### src/rtl/parity_pkg.sv
// Shared parity-mode encodings and RX FSM state type for the parity engine.
package parity_pkg;

   localparam logic [2:0] PAR_NONE  = 3'b000;
   localparam logic [2:0] PAR_EVEN  = 3'b001;
   localparam logic [2:0] PAR_ODD   = 3'b010;
   localparam logic [2:0] PAR_MARK  = 3'b011;
   localparam logic [2:0] PAR_SPACE = 3'b100;

   typedef enum logic [1:0] {
      RX_IDLE   = 2'b00,
      RX_DATA   = 2'b01,
      RX_PARITY = 2'b10
   } rx_state_e;

   // Codes 101..111 are reserved and behave exactly like none.
   function automatic logic par_active(input logic [2:0] mode);
      return (mode == PAR_EVEN) || (mode == PAR_ODD) ||
             (mode == PAR_MARK) || (mode == PAR_SPACE);
   endfunction

endpackage

### src/rtl/parity_sel.sv
// Combinational parity generator: data vector plus mode to parity bit.
module parity_sel
   import parity_pkg::*;
#(
   parameter int W = 8
) (
   input  logic [W-1:0] i_data,
   input  logic [2:0]   i_mode,
   output logic         o_par
);

   logic w_xor;

   always_comb begin
      w_xor = ^i_data;
      o_par = 1'b0;
      case (i_mode)
         PAR_EVEN: o_par = w_xor;
         PAR_ODD:  o_par = ~w_xor;
         PAR_MARK: o_par = 1'b1;
         default:  o_par = 1'b0;
      endcase
   end

endmodule

### src/rtl/parity_engine.sv
// UART-style parity engine: TX parity generation and RX parity check with
// a saturating error counter. The TX and RX paths share only the mode input.
module parity_engine
   import parity_pkg::*;
#(
   parameter int DATA_WIDTH    = 8,
   parameter int ERR_CNT_WIDTH = 8
) (
   input  logic                     CLK,
   input  logic                     RST,
   input  logic [2:0]               PAR_MODE,
   input  logic [DATA_WIDTH-1:0]    P_DATA,
   input  logic                     Data_Valid,
   output logic                     par_bit,
   output logic                     par_en,
   input  logic                     rx_start,
   input  logic                     rx_bit_valid,
   input  logic                     rx_bit,
   output logic                     rx_done,
   output logic                     par_err,
   output logic [ERR_CNT_WIDTH-1:0] err_cnt,
   input  logic                     err_clr
);

   localparam int CW = $clog2(DATA_WIDTH);
   localparam logic [CW-1:0] LAST_BIT = CW'(DATA_WIDTH - 1);

   // ---------------- TX path ----------------
   logic [DATA_WIDTH-1:0] r_tx_data;
   logic [2:0]            r_tx_mode;

   always_ff @(posedge CLK or negedge RST) begin
      if (!RST) begin
         r_tx_data <= '0;
         r_tx_mode <= PAR_NONE;
      end else if (Data_Valid) begin
         r_tx_data <= P_DATA;
         r_tx_mode <= PAR_MODE;
      end
   end

   parity_sel #(.W(DATA_WIDTH)) u_tx_sel (
      .i_data (r_tx_data),
      .i_mode (r_tx_mode),
      .o_par  (par_bit)
   );

   assign par_en = par_active(r_tx_mode);

   // ---------------- RX path ----------------
   rx_state_e             r_state, w_state_nxt;
   logic                  r_acc, w_acc_nxt;
   logic [CW-1:0]         r_cnt, w_cnt_nxt;
   logic [2:0]            r_rx_mode, w_rx_mode_nxt;
   logic                  r_done, w_done_nxt;
   logic                  r_err, w_err_nxt;
   logic [ERR_CNT_WIDTH-1:0] r_err_cnt;
   logic                  w_rx_exp;

   // Parity of the accumulated data equals parity of the single XOR bit.
   parity_sel #(.W(DATA_WIDTH)) u_rx_sel (
      .i_data ({{(DATA_WIDTH-1){1'b0}}, r_acc}),
      .i_mode (r_rx_mode),
      .o_par  (w_rx_exp)
   );

   always_comb begin
      w_state_nxt   = r_state;
      w_acc_nxt     = r_acc;
      w_cnt_nxt     = r_cnt;
      w_rx_mode_nxt = r_rx_mode;
      w_done_nxt    = 1'b0;
      w_err_nxt     = 1'b0;
      if (rx_start) begin
         // A new start always restarts; any frame in flight is dropped silently.
         w_state_nxt   = RX_DATA;
         w_acc_nxt     = 1'b0;
         w_cnt_nxt     = '0;
         w_rx_mode_nxt = PAR_MODE;
      end else begin
         case (r_state)
            RX_DATA: begin
               if (rx_bit_valid) begin
                  w_acc_nxt = r_acc ^ rx_bit;
                  w_cnt_nxt = r_cnt + 1'b1;
                  if (r_cnt == LAST_BIT) begin
                     if (par_active(r_rx_mode)) begin
                        w_state_nxt = RX_PARITY;
                     end else begin
                        w_state_nxt = RX_IDLE;
                        w_done_nxt  = 1'b1;
                     end
                  end
               end
            end
            RX_PARITY: begin
               if (rx_bit_valid) begin
                  w_state_nxt = RX_IDLE;
                  w_done_nxt  = 1'b1;
                  w_err_nxt   = (rx_bit != w_rx_exp);
               end
            end
            default: w_state_nxt = RX_IDLE;
         endcase
      end
   end

   always_ff @(posedge CLK or negedge RST) begin
      if (!RST) begin
         r_state   <= RX_IDLE;
         r_acc     <= 1'b0;
         r_cnt     <= '0;
         r_rx_mode <= PAR_NONE;
         r_done    <= 1'b0;
         r_err     <= 1'b0;
      end else begin
         r_state   <= w_state_nxt;
         r_acc     <= w_acc_nxt;
         r_cnt     <= w_cnt_nxt;
         r_rx_mode <= w_rx_mode_nxt;
         r_done    <= w_done_nxt;
         r_err     <= w_err_nxt;
      end
   end

   // Counter updates on the same edge that raises par_err; clear wins.
   always_ff @(posedge CLK or negedge RST) begin
      if (!RST) begin
         r_err_cnt <= '0;
      end else if (err_clr) begin
         r_err_cnt <= '0;
      end else if (w_err_nxt && (r_err_cnt != '1)) begin
         r_err_cnt <= r_err_cnt + 1'b1;
      end
   end

   assign rx_done = r_done;
   assign par_err = r_err;
   assign err_cnt = r_err_cnt;

endmodule

### config.mk
export PLATFORM = sky130hd
export DESIGN_NAME = parity_engine
export DESIGN_NICKNAME = d
export VERILOG_FILES = /design/src/rtl/parity_pkg.sv /design/src/rtl/parity_sel.sv /design/src/rtl/parity_engine.sv
export SDC_FILE = /design/constraint.sdc
export NUM_CORES = 1
export LEC_CHECK = 0
export ABC_AREA = 0
export CORE_AREA = 5 5 58 65
export CTS_CLUSTER_DIAMETER = 150
export DETAILED_ROUTE_END_ITERATION = 8
export DIE_AREA = 0 0 63 70
export PLACE_DENSITY = 0.77
export SETUP_SLACK_MARGIN = 0.3
export SKIP_LAST_GASP = 1
export SYNTH_ARGS = -nofsm -noshare
export SYNTH_HDL_FRONTEND = slang
export SYNTH_SLANG_ARGS = --single-unit
### constraint.sdc
create_clock -name CLK -period 2.35 [get_ports CLK]
set_input_delay 0.235 -clock CLK [delete_from_list [all_inputs] [get_ports CLK]]
set_output_delay 0.235 -clock CLK [all_outputs]
set_load 0.005 [all_outputs]
==> flow_summary.ini <==
[outcome]
outcome = finished, final reports clean

[setup_path]
crit_required_ns = 2.58
cp-start-kind = flop
reg2reg_depth = 7
crit_type = flop to flop
r2r-start = r_state[0]
r2r_end = err_cnt[7]
arrival_ns = 2.15
slowest_delay_ns = 0.48
endpoint_kind = flop
crit_chain = inv_1, ha_1, nand3b_1, o21bai_1, a21o_2, or4_1, a21oi_1
crit_path_max_fanout = 14
r2r_slack_ns = 0.43
critPathSlowestCell = or4_1

[final_layout]
layout_commonest_cell = dfrtp_1
fin_cells = 197
drive_gt1_share_pct = 19.02
final_cell_mix = 30 x dfrtp_1, 28 x clkdlybuf4s50_1, 14 x mux2_2, 10 x nor2_1, 10 x a21oi_1
nets = 187
n_antenna_cell = 0
area_growth_pct = 28.29

[logic_synthesis]
ys_seq_elements = 30
synth_top_area_share_pct = 51.90
synth_edf_count = 0
ys.warnings.count = 0
synthFlopType = dfrtp_1
syn_area_per_cell_um2 = 11.21
synth_nets = 152
synth-seq-area-share_pct = 51.90
synth.distinct_cells = 28
synth_area_mm2 = 0.001446
yosysTopAreaCell = dfrtp_1
synth_cells = 129
yosys-top-cells-area = dfrtp_1 52%, mux2_2 11%, xnor2_1 4.8%
synth-async-reset-ratio_pct = 100.0

[floorplan]
ios = 30
die-height_um = 70
die_x_um = 63
initial_core_util_pct = 47.87
die_area_mm2 = 0.004410
rows = 21
coreArea_mm2 = 0.003022

[sta]
period_minus_slack_ns = 1.920
period_share_pct = 81.72
grt_setup_unrepaired = no
finalSetupViolations = 0
timing.hold.ws_ns = 0.3026
fin_skew_ns = 0.002258
drv_slew = 0
slew_headroom_pct = 67.39
clock.fmax_mhz = 520.7
fin_setup_tns_ns = 0
worst_slew_pin_slew_ns = 0.4877
finalHoldViolCount = 0

[min_path]
min_path_type = input port to asynchronous set/reset pin

[power]
vdd_ir_drop_max_v = 0.0004002
leakage_nw = 0.8064
powerDensity_mw_per_mm2 = 563.6
total_power_mw = 1.046

[global_routing]
grt_max_degree = 31
grt-ovfl-total = 0
antenna_found_initial = 0
grt_pass1_vias = 1078
grt_first_pass_wirelength_um = 4664
grtUsageTotal_pct = 12.89

[route]
drc = 0
firstDrtPassIters = 4
via_count = 1026
wl_per_cell_um = 13.46
antenna_left = 0
wirelength_um = 2651
routed_via_density = 5.208
drt_iter0_markers = 26

[place]
place.gp.congestion = 0.8418
dp_hpwl_um = 2061
port_buffers = 29
placedCellCount = 189

[clocking]
cts_tree = done
path_clk_slew_ns = 0.08
cts_made_buffers = 5
clock-sinks = 30
cts-hold-fix-buffers = 0
ctsLongestPathBuffers = 2
cts_root_buf = clkbuf_4
htree_num_levels = 2
clkLatencyLatePin_ns = 0.30

[run]
cap_violations = 0
cell usage after synthesis (3+ instances only):
master / number
a21oi_1: 10
inv_1: 4
mux2_2: 14
clkbuf_1: 3
ha_1: 5
nand3_1: 8
dfrtp_1: 30
nand2_1: 4
mux2i_1: 3
nor2_1: 10
o21ai_0: 5
or3_1: 4
xnor2_1: 8
xor2_1: 4
repair_timing:
| action | 4_1_cts | 5_1_grt |
|---|---|---|
| gates resized for setup | 3 | 4 |
| gates cloned | 0 | 0 |
| setup endpoints to repair | 1 | 4 |
| buffers inserted | 1 | 1 |
| pin swaps | 4 | 4 |
| endpoints found under the hold margin | 0 | 0 |
metrics by stage:
step	worst slack [ns]	utilization (%)	instance area, um2
finish	0.4296	61.41	1856
global route	0.3149	61.41	1856
CTS	0.3364	60.79	1837
detailed placement	0.2233	58.59	1770
global placement	0.2882	58.59	1770
floorplan	0.6501	-	1446
critical path: cells and delay by family (launching register included):
kind            cells  cell delay [ns]
compound gates      3             0.59
fa+ha+maj           1             0.18
flops               1             0.40
buf+inv             1             0.07
simple gates        2             0.59
logic make-up after synthesis:
group | after synthesis | share of synthesized area (%)
AND/OR/NAND/NOR | 33 | 11.68
flip-flops | 30 | 51.90
AO/OA/AOI/OAI | 22 | 8.651
multiplexers | 17 | 12.98
XOR/XNOR | 12 | 7.266
buffers and inverters | 10 | 3.200
adder cells (fa/ha/maj) | 5 | 4.325
area by class of cell:
class / count / area, um2
timing repair buffer: 34 / 322.8
fill: 253 / 1166
multi-input combinational: 89 / 673.1
clock buffer: 6 / 51.30
tap: 34 / 42.54
inverter: 4 / 15.01
sequential: 30 / 750.7
metal layers:
layer,vias up,part of all wire (%),global-route usage (%)
li1,524,-,-
met1,474,44,16.63
met2,26,49,19.27
met3,2,6.5,4.647
met4,0,0.45,5.660
met5,-,0,0
registers in the layout (all words and copies together) (netlist names):
name       flops
err_cnt        8
par_err        1
r_acc          1
r_cnt          3
r_rx_mode      3
r_state        2
r_tx_data      8
r_tx_mode      3
rx_done        1
worst max-delay path by stage:
stage / depth (start not counted) / start / end
2_1_floorplan: 5 / r_acc / err_cnt[5]
3_3_place_gp: 5 / rx_bit / err_cnt[7]
3_5_place_dp: 5 / rx_bit / err_cnt[7]
4_1_cts: 6 / r_tx_data[0] / par_bit
5_1_grt: 7 / r_state[0] / err_cnt[7]
6_report: 7 / r_state[0] / err_cnt[7]
report_power, final:
group	switching [mW]	internal [mW]
Combinational	0.0725	0.115
Sequential	0.0262	0.545
Clock	0.152	0.135
Note: power is estimated with default switching activity, not from simulation.
